--- src/rtl/rv32_pkg.sv ---
// Shared RV32 types and constants for the execute-stage divide/remainder unit.
package rv32_pkg;

  localparam int XLEN  = 32;
  localparam int CNT_W = 5;

  localparam logic [31:0] DIV_ZERO_Q = 32'hFFFF_FFFF;
  localparam logic [31:0] INT_MIN    = 32'h8000_0000;

  // Encoding matches funct3[1:0] of the M-extension divide group.
  typedef enum logic [1:0] {
    DIV  = 2'b00,
    DIVU = 2'b01,
    REM  = 2'b10,
    REMU = 2'b11
  } div_op_t;

  typedef enum logic [1:0] {
    IDLE = 2'd0,
    CALC = 2'd1,
    DONE = 2'd2
  } div_state_t;

endpackage

--- src/rtl/div_unit.sv ---
// Iterative radix-2 restoring divider for DIV/DIVU/REM/REMU; the result and rd
// feed the register-file write port. Divide-by-zero and INT_MIN/-1 bypass the loop.
module div_unit #(
  parameter int XLEN  = 32,
  parameter int CNT_W = 5
) (
  input  logic            clk,
  input  logic            rst_n,
  input  logic            start,
  input  logic [1:0]      op,
  input  logic [XLEN-1:0] rs1_data,
  input  logic [XLEN-1:0] rs2_data,
  input  logic [4:0]      rd_in,
  input  logic            flush,
  output logic            busy,
  output logic            done,
  output logic            wr_en,
  output logic [4:0]      rd_out,
  output logic [XLEN-1:0] result,
  output logic [1:0]      state_dbg
);
  import rv32_pkg::*;

  localparam logic [1:0] ST_IDLE = IDLE;
  localparam logic [1:0] ST_CALC = CALC;
  localparam logic [1:0] ST_DONE = DONE;

  // Handshake: start is sampled only while busy is low (IDLE); a request seen
  // while busy is dropped, never queued. done pulses for one cycle, and wr_en
  // qualifies it for the register file (no write to x0).

  logic [1:0]      state;
  logic [1:0]      op_q;
  logic [4:0]      rd_q;
  logic            sign_a_q;
  logic            sign_b_q;
  logic [XLEN-1:0] dvd_q;
  logic [XLEN-1:0] dvs_q;
  logic [XLEN-1:0] rem_q;
  logic [CNT_W-1:0] cnt;

  // One restoring step; returns {next remainder, next dividend/quotient shift reg}.
  function automatic logic [2*XLEN-1:0] div_step(input logic [XLEN-1:0] rem,
                                                 input logic [XLEN-1:0] dvd,
                                                 input logic [XLEN-1:0] dvs);
    logic [XLEN:0]   shifted;
    logic [XLEN:0]   trial;
    logic [XLEN-1:0] rem_n;
    logic            q_bit;
    shifted = {rem, dvd[XLEN-1]};
    trial   = shifted - {1'b0, dvs};
    q_bit   = ~trial[XLEN];
    rem_n   = q_bit ? trial[XLEN-1:0] : shifted[XLEN-1:0];
    return {rem_n, dvd[XLEN-2:0], q_bit};
  endfunction

  function automatic logic [XLEN-1:0] sign_fix(input logic [1:0]      f_op,
                                               input logic [XLEN-1:0] q,
                                               input logic [XLEN-1:0] r,
                                               input logic            sa,
                                               input logic            sb);
    logic [XLEN-1:0] res;
    case (f_op)
      DIV:     res = (sa ^ sb) ? (~q + 1'b1) : q;
      DIVU:    res = q;
      REM:     res = sa ? (~r + 1'b1) : r;
      default: res = r;
    endcase
    return res;
  endfunction

  logic            signed_op;
  logic            a_neg;
  logic            b_neg;
  logic [XLEN-1:0] mag_a;
  logic [XLEN-1:0] mag_b;
  logic            div_zero;
  logic            ovf;
  logic [XLEN-1:0] rem_nxt;
  logic [XLEN-1:0] dvd_nxt;
  logic [XLEN-1:0] fixed;

  always_comb begin
    signed_op = ~op[0];
    a_neg     = signed_op & rs1_data[XLEN-1];
    b_neg     = signed_op & rs2_data[XLEN-1];
    mag_a     = a_neg ? (~rs1_data + 1'b1) : rs1_data;
    mag_b     = b_neg ? (~rs2_data + 1'b1) : rs2_data;
    div_zero  = (rs2_data == '0);
    ovf       = signed_op && (rs1_data == INT_MIN) && (rs2_data == '1);
    {rem_nxt, dvd_nxt} = div_step(rem_q, dvd_q, dvs_q);
    fixed     = sign_fix(op_q, dvd_nxt, rem_nxt, sign_a_q, sign_b_q);
  end

  always_ff @(posedge clk or negedge rst_n) begin
    if (!rst_n) begin
      state    <= ST_IDLE;
      op_q     <= '0;
      rd_q     <= '0;
      sign_a_q <= 1'b0;
      sign_b_q <= 1'b0;
      dvd_q    <= '0;
      dvs_q    <= '0;
      rem_q    <= '0;
      cnt      <= '0;
      result   <= '0;
      rd_out   <= '0;
    end else begin
      case (state)
        ST_IDLE: begin
          if (start && !flush) begin
            op_q     <= op;
            rd_q     <= rd_in;
            sign_a_q <= a_neg;
            sign_b_q <= b_neg;
            dvd_q    <= mag_a;
            dvs_q    <= mag_b;
            rem_q    <= '0;
            cnt      <= '0;
            if (div_zero) begin
              result <= op[1] ? rs1_data : DIV_ZERO_Q;
              rd_out <= rd_in;
              state  <= ST_DONE;
            end else if (ovf) begin
              result <= op[1] ? '0 : INT_MIN;
              rd_out <= rd_in;
              state  <= ST_DONE;
            end else begin
              state  <= ST_CALC;
            end
          end
        end
        ST_CALC: begin
          if (flush) begin
            state <= ST_IDLE;
          end else begin
            rem_q <= rem_nxt;
            dvd_q <= dvd_nxt;
            cnt   <= cnt + 1'b1;
            if (cnt == CNT_W'(XLEN - 1)) begin
              result <= fixed;
              rd_out <= rd_q;
              state  <= ST_DONE;
            end
          end
        end
        ST_DONE: state <= ST_IDLE;
        default: state <= ST_IDLE;
      endcase
    end
  end

  assign busy      = (state != ST_IDLE);
  assign done      = (state == ST_DONE) && !flush;
  assign wr_en     = done && (rd_out != 5'd0);
  assign state_dbg = state;

endmodule
--- config.mk ---
export PLATFORM = sky130hd
export DESIGN_NAME = div_unit
export DESIGN_NICKNAME = d
export VERILOG_FILES = /design/src/rtl/rv32_pkg.sv /design/src/rtl/div_unit.sv
export SDC_FILE = /design/constraint.sdc
export NUM_CORES = 1
export LEC_CHECK = 0
export ABC_AREA = 1
export BUFFER_PORTS_ARGS = -buffer_cell sky130_fd_sc_hd__buf_4
export CORE_MARGIN = 2
export CORE_UTILIZATION = 41
export CTS_BUF_LIST = sky130_fd_sc_hd__clkbuf_8
export DETAILED_ROUTE_END_ITERATION = 16
export GPL_ROUTABILITY_DRIVEN = 0
export HOLD_SLACK_MARGIN = 0.08
export PLACE_DENSITY_LB_ADDON = 0.25
export SLEW_MARGIN = 20
export SYNTH_ARGS = -nofsm -noshare
export SYNTH_HDL_FRONTEND = slang
export SYNTH_SLANG_ARGS = --single-unit
--- constraint.sdc ---
create_clock -name clk -period 5.5 [get_ports clk]
set_input_delay 0 -clock clk [delete_from_list [all_inputs] [get_ports clk]]
set_output_delay 0 -clock clk [all_outputs]
set_load 0.005 [all_outputs]
[Word level (Yosys, flattened, before mapping)]
Index checks and enable logic that the tools add are counted.
Storage, ports and cells
  flip-flop bits (word level): 149
  input port bits: 75
  output and inout bits: 42
  word-level logic and storage cells: 89
Operators by class
  add/sub/neg operators: 6
  equality and inequality tests: 12
  muxes and demuxes: 35
  bitwise gates (word level): 9
  reduce and logical (&&, ||, !) cells: 16
Operators with widths (number)
  $mux 32: 16
  $pmux 32 s2: 3
  $add 32x1->32 const B: 4
  $not 32->32: 4
  $pmux 32 s3: 1
  $eq 32x32->1 const B: 2
  $mux 5: 7
  $sub 33x32->33: 1
  $logic_not 32->1: 1
  $pmux 5 s2: 2
  $mux 2: 5
  $ne 2x2->1 const B: 3
  $ne 3x3->1 const B: 2
  $add 5x1->5 const B: 1
  $eq 5x5->1 const B: 1
  $logic_and 1x1->1: 5
  $reduce_and 5->1: 1
  $reduce_bool 5->1: 1
  $eq 2x1->1 const B: 2
  $eq 2x2->1 const B: 2
  $logic_not 2->1: 2
  $pmux 2 s2: 1
  $reduce_and 2->1: 2
  $reduce_bool 2->1: 2
  other kinds (5): 7

[Depth between registers and ports, before layout]
Gate-level depths: netlist of the first run.
  depth after elaboration: 9
  depth in mapped cells: 33

[Worst setup path after synthesis of the first run]
OpenSTA, ideal clock, no wires.
  path kind: register to register
  start point: reg dvd_q[31]
  end point: reg result[28]
  library setup time: 0.122 ns
  arrival time: 3.865 ns
  slack: 1.512 ns
  stages on the path, launching flop included: 32
  period minus slack after synthesis: 3.988 ns
  cells stage by stage: dfrtp_1 > inv_1 > ha_1 > inv_1 > fa_1 > nand2_1 > nand2_1 > nand3_2 > nand2_2 > nand2_2 > nand2_4 > nand2_4 > nand3_2 > nand2_2 > buf_4 > buf_2 > ha_1 > inv_1 > nor3_1 > nand3_1 > nor3_1 > nand2_1 > nor2_1 > nand2_1 > nor2_1 > nand3_1 > o21ai_0 > o21ai_0 > a21oi_1 > a211oi_1 > nand2_1 > a21oi_1
Between the ends
  word-level cells in the longest chain between the ends: 9
  elaborated cells between the ends (all ways): 13
  those cells by class: 3 x add/sub; 7 x mux; 3 x bitwise
Ends and longest elaborated chain
  start: declaration: line div_unit.sv:37  | logic [XLEN-1:0] dvd_q;
  start signal: assignment: line div_unit.sv:116  | dvd_q <= mag_a;
  start signal: assignment: line div_unit.sv:138  | dvd_q <= dvd_nxt;
  $sub 33x32->33: line div_unit.sv:51  | trial = shifted - {1'b0, dvs};
  $mux 32 or $not 1->1 (tied branches): line div_unit.sv:53, div_unit.sv:52
  $not 32->32, on equally long branches: line div_unit.sv:66, div_unit.sv:64
  $add 32x1->32, on equally long branches: line div_unit.sv:66, div_unit.sv:64
  $mux 32, on equally long branches: line div_unit.sv:66, div_unit.sv:64
  $pmux 32 s3 *: line div_unit.sv:63  | case (f_op)
  $mux 32 *: line div_unit.sv:140  | if (cnt == CNT_W'(XLEN - 1)) begin
  $mux 32 *: line div_unit.sv:134  | if (flush) begin
  $pmux 32 s2 *: line div_unit.sv:109  | case (state)
  end signal: assignment: line div_unit.sv:121  | result <= op[1] ? rs1_data : DIV_ZERO_Q;
  end signal: assignment: line div_unit.sv:125  | result <= op[1] ? '0 : INT_MIN;
  end signal: assignment: line div_unit.sv:141  | result <= fixed;
  end: declaration: line div_unit.sv:19  | output logic [XLEN-1:0] result,
Every way passes the cells marked *; elsewhere a longest branch is shown, timed or not. The select of a mux whose other input is x is not followed.
A chain may end at the register's enable or synchronous reset.

[Final worst setup path of the first run]
Ends and elaborated chain as after synthesis.

==> results.toml, run 1 <==
[floorplan]
design.die.area_um2 = 34500
floorplan.io_pins = 117
die_height_um = 186
starting_density_of_the_core = 0.416
die_w_um = 186
num_rows = 66
placeableCoreArea_um2 = 32500

[sta]
hold_viol = 0
finalSetupViolations = 0
fin_tns_setup_ns = 0
grt_setup_unrepaired = "false"
tightestPinTransition_ns = 0.848
fin_crit_sh = 0.804
finalHoldWorstSlack_ns = 0.266
skew_ns = 0.0272
period_needed_ns = 4.42
layout_setup_ws_ns = 1.08
timing.slew.headroom = 0.434
timing_max_transition_violations_final = 0
max_clock_freq_mhz = 226

[power]
pwr-share-comb = 0.734
pwr-share-clk = 0.081
power.total_mw = 11.1
power.density_cell_area_nw_per_um2 = 694
seq_power_share = 0.184
leakagePower_nw = 8.14
sw_frac_of_total = 0.587
ir_worst_vdd_mv = 0.480
cell_internal_pwr_mw = 4.60
p_sw_mw = 6.53

[detailed_routing]
firstDrtPassIters = 6
via_count = 15000
ant_nets = 0
routed_wl_um = 46600
detail_route.iter0.violations = 1456
via_per_inst = 5.32
route.detailed.wl_per_inst_um = 16.6
drc = 0

[flow_run]
number_of_max_cap_violations = 0

[synth]
post_synth_instance_area_um2 = 13500
synth-warning-count = 0
synthDistinctLibCells = 53
synthesis.instances = 2195
ys_seq_elements = 149
average_cell_area_after_synthesis_um2 = 6.16
mappedNetlistNets = 2309
yosysSeqAreaShare = 0.276

[clocking]
clock_tree.root_cell = "clkbuf_8"
clkTransAtPathRegs_ns = 0.12
clk-insertion-delay-late_ns = 0.49
numCtsBuffers = 17
clkSinkCount = 149
clock_tree.htree_level_count = 4
postCtsResizedCells = 0
max_clock_buf_depth = 2
cts_tree = "built"

[cells_and_area]
most_common_cell_after_layout_fill_and_taps_aside = "nand2_1"
final_cell_mix = "nand2_1 (649), inv_1 (311), nor2_1 (201), o21ai_0 (151), dfrtp_1 (149)"
drive_gt1_frac = 0.115
layout.nets = 2474
syn2layout_area_growth_pct = 18.7
filler_cell_count = 3387

[setup_path]
worst_path_most_repeated_cell = "nand2_1"
worstSetupPathType = "register to register"
start_kind = "register"
slowest_delay_ns = 0.43
worstPathRequired_ns = 5.89
worstSetupEndpointType = "register"
path_depth_of_the_worst_reg2reg_path = 29
worstPathArrival_ns = 4.81
crit_fanout = 4
worst_path_max_delay_cell = "fa_1"

[grt]
number_of_antenna_violations_at_the_first_check_in_global_routing = 4
grt.total_usage = 0.275
grt.overflow.total = 0
grt_first_pass_wirelength_um = 74400
grt_start_max_net_pins = 102
grt_pass1_vias = 13800

[worst_hold_path]
timing.hold.worst.class = "input pin to register"
hold-path-cell-count = 4

[place]
io_buffers = 116
place_worst_setup_slack_ns = 1.17
dp_hpwl_um = 35300

[outcome]
run_status = "finished, final reports clean"
## state kept, by name, indices dropped and copies added, names as in the netlist
name / count
dvs_q: 32
sign_a_q: 1
state_dbg: 2
dvd_q: 32
sign_b_q: 1
rd_q: 5
op_q: 2
rd_out: 5
result: 32
cnt: 5
rem_q: 32
## kinds of logic after synthesis
kind of cell / share of synthesized area
buffers and inverters: 0.117
flip-flops: 0.276
AO/OA/AOI/OAI: 0.164
XOR/XNOR: 0.0440
adder cells (fa/ha/maj): 0.0366
AND/OR/NAND/NOR: 0.364
## power by group through the flow
stage	Clock, mW	Sequential (mW)	Combinational [mW]
after floorplan	0	1.92	5.94
after global placement	0	2.04	7.87
after detailed placement	0	2.06	7.97
after CTS	0.919	2.04	8.07
after global routing	0.962	2.12	9.18
final	0.905	2.05	8.18
## through the flow
stage               area (µm²)  std cells   util
CTS                      16000       2813  0.492
global placement         14700       2693  0.453
global route             16100       2815  0.493
finish                   16100       2816  0.494
floorplan                13500       2195      -
detailed placement       14700       2693  0.453
## what timing repair did
item	4_1_cts	5_1_grt
buffers inserted	0	0
endpoints found under the hold margin	207	23
setup endpoints to repair	0	0
hold buffers	88	1
## area by class of cell
cell class | instances | area (µm²) | share of cell area
well taps | 442 | 553 | 0.0344
flip-flops and latches | 149 | 3730 | 0.232
clock inverters | 15 | 161 | 0.0101
multi-input cells | 1642 | 8240 | 0.513
clock buffers | 17 | 234 | 0.0146
inverters | 329 | 1230 | 0.0769
repair buffers | 221 | 1910 | 0.119
diodes | 1 | 2.50 | 0.000156
## synthesized netlist by cell type, drive strengths merged
master,count,area share
a211o,1,0.00065
a211oi,8,0.0044
a21o,3,0.0017
a21oi,141,0.054
a22oi,1,0.00056
a311o,1,0.00074
a31oi,6,0.0028
a32oi,1,0.00065
a41oi,1,0.00065
and2,2,0.00092
and3,4,0.0018
buf,25,0.011
clkbuf,50,0.014
clkinv,4,0.0011
dfrtp,149,0.28
fa,1,0.0015
ha,38,0.035
inv,325,0.090
nand2,695,0.20
nand3,125,0.048
nand3b,5,0.0028
nand4,31,0.014
nor2,217,0.064
nor3,36,0.014
nor4,7,0.0032
o211ai,10,0.0055
o21a,1,0.00056
o21ai,165,0.062
o21bai,4,0.0022
o221ai,15,0.0097
o22ai,33,0.015
o31ai,3,0.0017
or2,19,0.0088
xnor2,23,0.015
xor2,45,0.029
## path summary, 6_finish.rpt
check / from / end / slack, ns
max reg2reg: dvd_q[31] / result[28] / 1.08
min: rd_in[0] / rd_q[0] / 0.27
max: dvd_q[31] / result[28] / 1.08
min in group asynchronous: rst_n / dvs_q[9] / 0.47
max in group asynchronous: rst_n / result[27] / 3.64
min reg2reg: rd_q[0] / rd_q[0] / 0.49
## layer usage
metal	GRT usage	routed length, µm
met5	0	0
met4	0.0683	911
met3	0.0473	4050
met2	0.444	21300
met1	0.383	20400
## critical path, delay by kind of cell, from the launching register on
kind,cells,cell delay [ns]
and+or+nand+nor,18,2.30
adders and majority gates,3,0.76
AOI/OAI and AO/OA,5,0.63
DFF,1,0.38
buffers and inverters,3,0.22
Note: power is estimated with default switching activity, not from simulation.
==> run 2: changes to the inputs <==
Settings changed: ABC_AREA 1 to 0.
Clock period 5.5 ns to 4.45 ns, I/O delays scaled along.
==> run 2 against run 1 <==
Against the previous run:
- via count is 15% lower
- setup slack worse by 1.0 ns
- combinational power is 12% lower
- critical path depth is 7 lower
- power is 5.4% lower
- fmax hardly changed
- global-route usage is 0.69 points lower
- sequential power is 5% higher
- synthesized area is 10% lower
- cell area is 4.6% lower
- register-to-register slack worse by 1.0 ns
- hold slack worse by 0.13 ns
- largest cell class unchanged
==> results.toml, run 2 <==
[clocking]
clock_tree.htree_level_count = 4
clk-insertion-delay-late_ns = 0.48
numCtsBuffers = 17
max_clock_buf_depth = 2
clock_tree.root_cell = "clkbuf_8"
cts_tree = "built"
clkSinkCount = 149
clkTransAtPathRegs_ns = 0.09

[power]
leakagePower_nw = 6.51
ir_worst_vdd_mv = 0.600
power.density_cell_area_nw_per_um2 = 688

[detailed_routing]
via_per_inst = 5.82
drc = 0
via_count = 12800
ant_nets = 0
routed_wl_um = 41000
detail_route.iter0.violations = 999
firstDrtPassIters = 8
route.detailed.wl_per_inst_um = 18.7

[synth]
ys.flop_type = "dfrtp_1"
mappedNetlistNets = 1677
ys_seq_elements = 149
synthesis.instances = 1563
ys_top_cells_by_count = "nand2_1 (213), o21ai_0 (196), dfrtp_1 (149), a21oi_1 (127), nor2_1 (114)"
synth_xor_area_frac = 0.0882
yosysMostFrequentCell = "nand2_1"
post_synth_fa_ha_maj_area_fraction = 0.0409
post_synth_instance_area_um2 = 12100
synthDistinctLibCells = 85
yosysSeqAreaShare = 0.308
synth-edff-count = 0
synth-warning-count = 0
synth_top_family_by_area = "compound AO/OA/AOI/OAI gates"
synthDominantAreaCellType = "dfrtp_1"
synthesized_area_fraction_occupied_by_ao_oa_aoi_and_oai_cells = 0.266
yosys.area_share.simple = 0.214
synthArstFlopShare = 1.00
average_cell_area_after_synthesis_um2 = 7.75
yosys-mux-area-fraction = 0.0342
synth.top_cells.by_area = "dfrtp_1 (31%), o21ai_0 (8.1%), nand2_1 (6.6%)"
synth_top_cell_area_share = 0.308

[sta]
skew_ns = 0.0169
hold_viol = 0
fin_crit_sh = 0.993
timing_max_transition_violations_final = 0
max_clock_freq_mhz = 226
period_needed_ns = 4.42
layout_setup_ws_ns = 0.0292
timing.slew.headroom = 0.303
grt_setup_unrepaired = "true"
finalSetupViolations = 0
tightestPinTransition_ns = 1.05

[floorplan]
placeableCoreArea_um2 = 28900
floorplan.io_pins = 117
die_w_um = 176
die_height_um = 176
num_rows = 62
design.die.area_um2 = 30900
starting_density_of_the_core = 0.419

[cells_and_area]
final_cell_mix = "nand2_1 (213), buf_4 (207), o21ai_0 (191), dfrtp_1 (149), a21oi_1 (127)"
drive_gt1_frac = 0.158
most_common_cell_after_layout_fill_and_taps_aside = "nand2_1"
multiInputGateArea_um2 = 7940
layout.nets = 1909
filler_cell_count = 2722
syn2layout_area_growth_pct = 26.4
antenna_diode_count = 0
final-instance-count-excl-fill = 2192
postLayoutCoreUtil = 0.529
seqCellArea_um2 = 3730

[grt]
number_of_antenna_violations_at_the_first_check_in_global_routing = 0
grt.total_usage = 0.268
grt_first_pass_wirelength_um = 65600
grt_pass1_vias = 12400
grt_start_max_net_pins = 87
grt.overflow.total = 0

[setup_path]
rrSetupSlack_ns = 0.03
worstPathRequired_ns = 4.79
worstSetupEndpointType = "register"
path_depth_of_the_worst_reg2reg_path = 22
worst_r2r_src = "dvd_q[31]"
worst_setup_path_startpoint = "dvd_q[31]"
crit_fanout = 3
worstSetupPathType = "register to register"
start_kind = "register"
worstPathArrival_ns = 4.76

[flow_run]
number_of_max_cap_violations = 0

[place]
io_buffers = 116
place_worst_setup_slack_ns = -0.106
dp_hpwl_um = 30400
post-place-cells = 2064

[outcome]
run_status = "finished, final reports clean"

[worst_hold_path]
timing.hold.worst.class = "input pin to asynchronous set/reset pin"
[run 2: layout make-up]
| class | instances | area share |
|---|---|---|
| Sequential cell | 149 | 0.244 |
| Timing Repair Buffer | 301 | 0.163 |
| Clock inverter | 15 | 0.0127 |
| Inverter | 63 | 0.0154 |
| Multi-Input combinational cell | 1263 | 0.519 |
| Clock buffer | 17 | 0.0153 |
| Tap cell | 384 | 0.0314 |
[run 2: logic make-up (layout without fill, tap and decap cells)]
family	count (synthesis)	in the layout
XOR/XNOR	122	122
multiplexers	41	41
AO/OA/AOI/OAI	524	524
adder cells (fa/ha/maj)	39	39
flip-flops	149	149
AND/OR/NAND/NOR	537	537
buffers and inverters	151	396
[run 2: timing repair]
action,4_1_cts,5_1_grt
pin swaps,2,2
hold buffers,93,0
resized for setup,2,4
hold endpoints to repair,177,0
endpoints found under the setup margin,6,13
setup buffers,0,3
[run 2: per-stage QoR]
step                      TNS, ns  power, mW  hold WS (ns)  instance area, µm²
final                           0       10.5         0.140               15300
after global routing        -1.19       11.4         0.205               15300
after CTS                       0       10.4         0.141               15300
after detailed placement   -0.344       9.08         0.117               13900
after global placement          0       8.96         0.120               13900
after floorplan             -1.45       6.92        -0.296               12200
[run 2: power breakdown]
group | total (mW) | leakage (nW) | internal [mW] | switching [mW]
registers | 2.15 | 1.94 | 1.73 | 0.415
clock network | 1.19 | 0.211 | 0.570 | 0.620
logic | 7.20 | 4.36 | 2.96 | 4.24
total | 10.5 | 6.51 | 5.26 | 5.27
[run 2: worst max-delay path, stage by stage (launching register included)]
cell and delay, ns:
dfrtp_1 0.40, inv_2 0.08, ha_4 0.14, inv_2 0.04
fa_2 0.37, a211oi_4 0.26, o31a_1 0.27, a2111oi_4 0.11
o311ai_2 0.30, and3b_2 0.27, nor2_4 0.04, inv_2 0.09
ha_4 0.13, nor2b_4 0.13, nand2b_1 0.06, or4_4 0.44
nor4_4 0.22, inv_1 0.09, or2_1 0.26, o31ai_2 0.22
xnor2_1 0.10, o211ai_1 0.16, o221ai_1 0.13
[run 2: worst paths after layout]
check                        endpoint
hold reg to reg               rd_q[2]
hold / removal               dvs_q[7]
max in group asynchronous   rd_out[1]
setup reg to reg           result[20]
setup / recovery           result[20]
min in group clk            dvd_q[31]
[run 2: routing by layer]
layer | up-vias | global-route usage | wire [µm]
li1 | 6102 | - | -
met1 | 6106 | 0.342 | 17300
met2 | 455 | 0.455 | 19900
met3 | 90 | 0.0442 | 2360
met4 | 0 | 0.104 | 1540
met5 | - | 0 | 0
==> run 3: changes to the inputs <==
Settings changed: RECOVER_POWER set to 50, SETUP_SLACK_MARGIN set to 0.4.
==> run 3 against run 2 <==
Against the previous run:
- the flow now finishes with violations (capacitance limit, slew limit)
- largest cell class unchanged
- highest routed layer unchanged
- utilization rose by 1.2 points
- non-clock buffer count rose by 9
- clock skew grew 0.0051 ns
==> results.toml, run 3 (synthesized netlist as in run 2, its figures left out) <==
[clocking]
clk-insertion-delay-late_ns = 0.49
cts_tree = "built"
numCtsBuffers = 17
clock_tree.root_cell = "clkbuf_8"
clock_tree.htree_level_count = 4
max_clock_buf_depth = 2
clkTransAtPathRegs_ns = 0.10
clkSinkCount = 149

[grt]
grt_first_pass_wirelength_um = 65800
number_of_antenna_violations_at_the_first_check_in_global_routing = 0
grt_start_max_net_pins = 87
grt_pass1_vias = 12600
grt.total_usage = 0.269
grt.overflow.total = 0

[setup_path]
rrSetupSlack_ns = 0.1
crit_fanout = 3
path_depth_of_the_worst_reg2reg_path = 23
worstPathRequired_ns = 4.83
worstPathArrival_ns = 4.73
worstSetupEndpointType = "register"
worst_r2r_src = "dvd_q[31]"
worst_r2r_endpoint = "result[26]"
worstSetupPathType = "register to register"
start_kind = "register"

[place]
io_buffers = 116
place_worst_setup_slack_ns = -0.111
dp_hpwl_um = 30000
post-place-cells = 2057

[power]
power.total_mw = 11.1
power.density_cell_area_nw_per_um2 = 711
ir_worst_vdd_mv = 0.581
leakagePower_nw = 6.59

[sta]
period_needed_ns = 4.35
skew_ns = 0.0220
timing_max_transition_violations_final = 113
grt_setup_unrepaired = "true"
tightestPinTransition_ns = 2.17
timing.slew.headroom = -0.445
hold_viol = 0
layout_setup_ws_ns = 0.0990
finalSetupViolations = 0
max_clock_freq_mhz = 230
fin_crit_sh = 0.978

[detailed_routing]
met2_length_um = 19800
drc = 0
via_per_inst = 5.91
detail_route.iter0.violations = 1067
ant_nets = 0
routed_wl_um = 41500
wl_met3_um = 2150
wirelength_met1_um = 17600
top_layer = "met4"
via_count = 13000
firstDrtPassIters = 5
route.detailed.wl_per_inst_um = 18.9

[cells_and_area]
syn2layout_area_growth_pct = 29.3
seqCellArea_um2 = 3730
final-instance-count-excl-fill = 2201
drive_gt1_frac = 0.177
most_common_cell_after_layout_fill_and_taps_aside = "nand2_1"
multiInputGateArea_um2 = 8220
filler_cell_count = 2694
final_cell_mix = "nand2_1 (212), o21ai_0 (190), buf_4 (172), dfrtp_1 (149), a21oi_1 (121)"
layout.nets = 1918
antenna_diode_count = 0

[worst_hold_path]
timing.hold.worst.start = "rs1_data[7]"
timing.hold.worst.class = "input pin to register"
whs_endpoint = "dvd_q[7]"
hold-path-cell-count = 6

[outcome]
failing_checks = "capacitance limit, slew limit"
run_status = "complete, but fails checks"

[floorplan]
floorplan.io_pins = 117
design.die.area_um2 = 30900
starting_density_of_the_core = 0.419
num_rows = 62
placeableCoreArea_um2 = 28900
die_w_um = 176
die_height_um = 176

[flow_run]
number_of_max_cap_violations = 2
-- run 3: repair_timing --
action	4_1_cts	5_1_grt
buffers inserted	7	14
pin swaps	8	34
endpoints found under the hold margin	174	0
hold buffers	91	0
endpoints found under the setup margin	18	27
gates resized for setup	11	48
-- run 3: power by group --
| group | switching (mW) | leakage (nW) | internal (mW) | total, mW |
|---|---|---|---|---|
| combinational | 4.53 | 4.44 | 3.24 | 7.77 |
| clock | 0.610 | 0.209 | 0.593 | 1.20 |
| sequential | 0.430 | 1.94 | 1.73 | 2.16 |
-- run 3: area by class of cell --
type / instances / area share
well taps: 384 / 0.0307
multi-input cells: 1263 / 0.525
flip-flops and latches: 149 / 0.238
clock inverters: 13 / 0.0109
repair buffers: 310 / 0.164
clock buffers: 19 / 0.0167
inverters: 63 / 0.0151
-- run 3: per-layer routing --
layer | global-route usage | vias to the layer above
li1 | - | 6128
met1 | 0.341 | 6307
met2 | 0.447 | 453
met3 | 0.0413 | 116
met4 | 0.130 | 0
met5 | 0 | -
-- run 3: worst max-delay path by stage --
stage / slack (ns) / cells after the start / start / endpoint
6_report: 0.1 / 23 / dvd_q[31] / result[26]
5_1_grt: -0.07 / 23 / dvd_q[31] / result[26]
4_1_cts: 0.11 / 22 / dvd_q[31] / result[20]
3_5_place_dp: -0.11 / 22 / dvd_q[31] / result[26]
3_3_place_gp: -0.01 / 22 / dvd_q[31] / result[20]
2_1_floorplan: -0.33 / 25 / dvd_q[31] / result[20]
-- run 3: through the flow --
stage	cell area, µm²	hold WS [ns]	utilization	TNS [ns]
after global placement	13900	0.100	0.479	-0.00958
final	15700	0.0930	0.541	0
after CTS	15300	0.0806	0.529	0
after detailed placement	13900	0.116	0.479	-0.208
after floorplan	12200	-0.296	-	-1.45
after global routing	15700	0.114	0.541	-0.215
-- run 3: critical path, cell delays in order (launching register included) --
cell and delay [ns]:
dfrtp_1 0.39, inv_2 0.09, ha_4 0.14, inv_2 0.04
fa_2 0.36, a211oi_2 0.24, o31a_1 0.27, a2111oi_4 0.11
o311ai_2 0.27, and3b_2 0.28, nor2_4 0.04, inv_2 0.08
ha_4 0.12, nor2b_4 0.13, nand2b_1 0.06, or4_4 0.44
nor4_4 0.20, buf_4 0.19, nand2_4 0.06, o21ai_2 0.16
xnor2_1 0.08, o211ai_1 0.20, a211oi_2 0.05, o31a_1 0.24
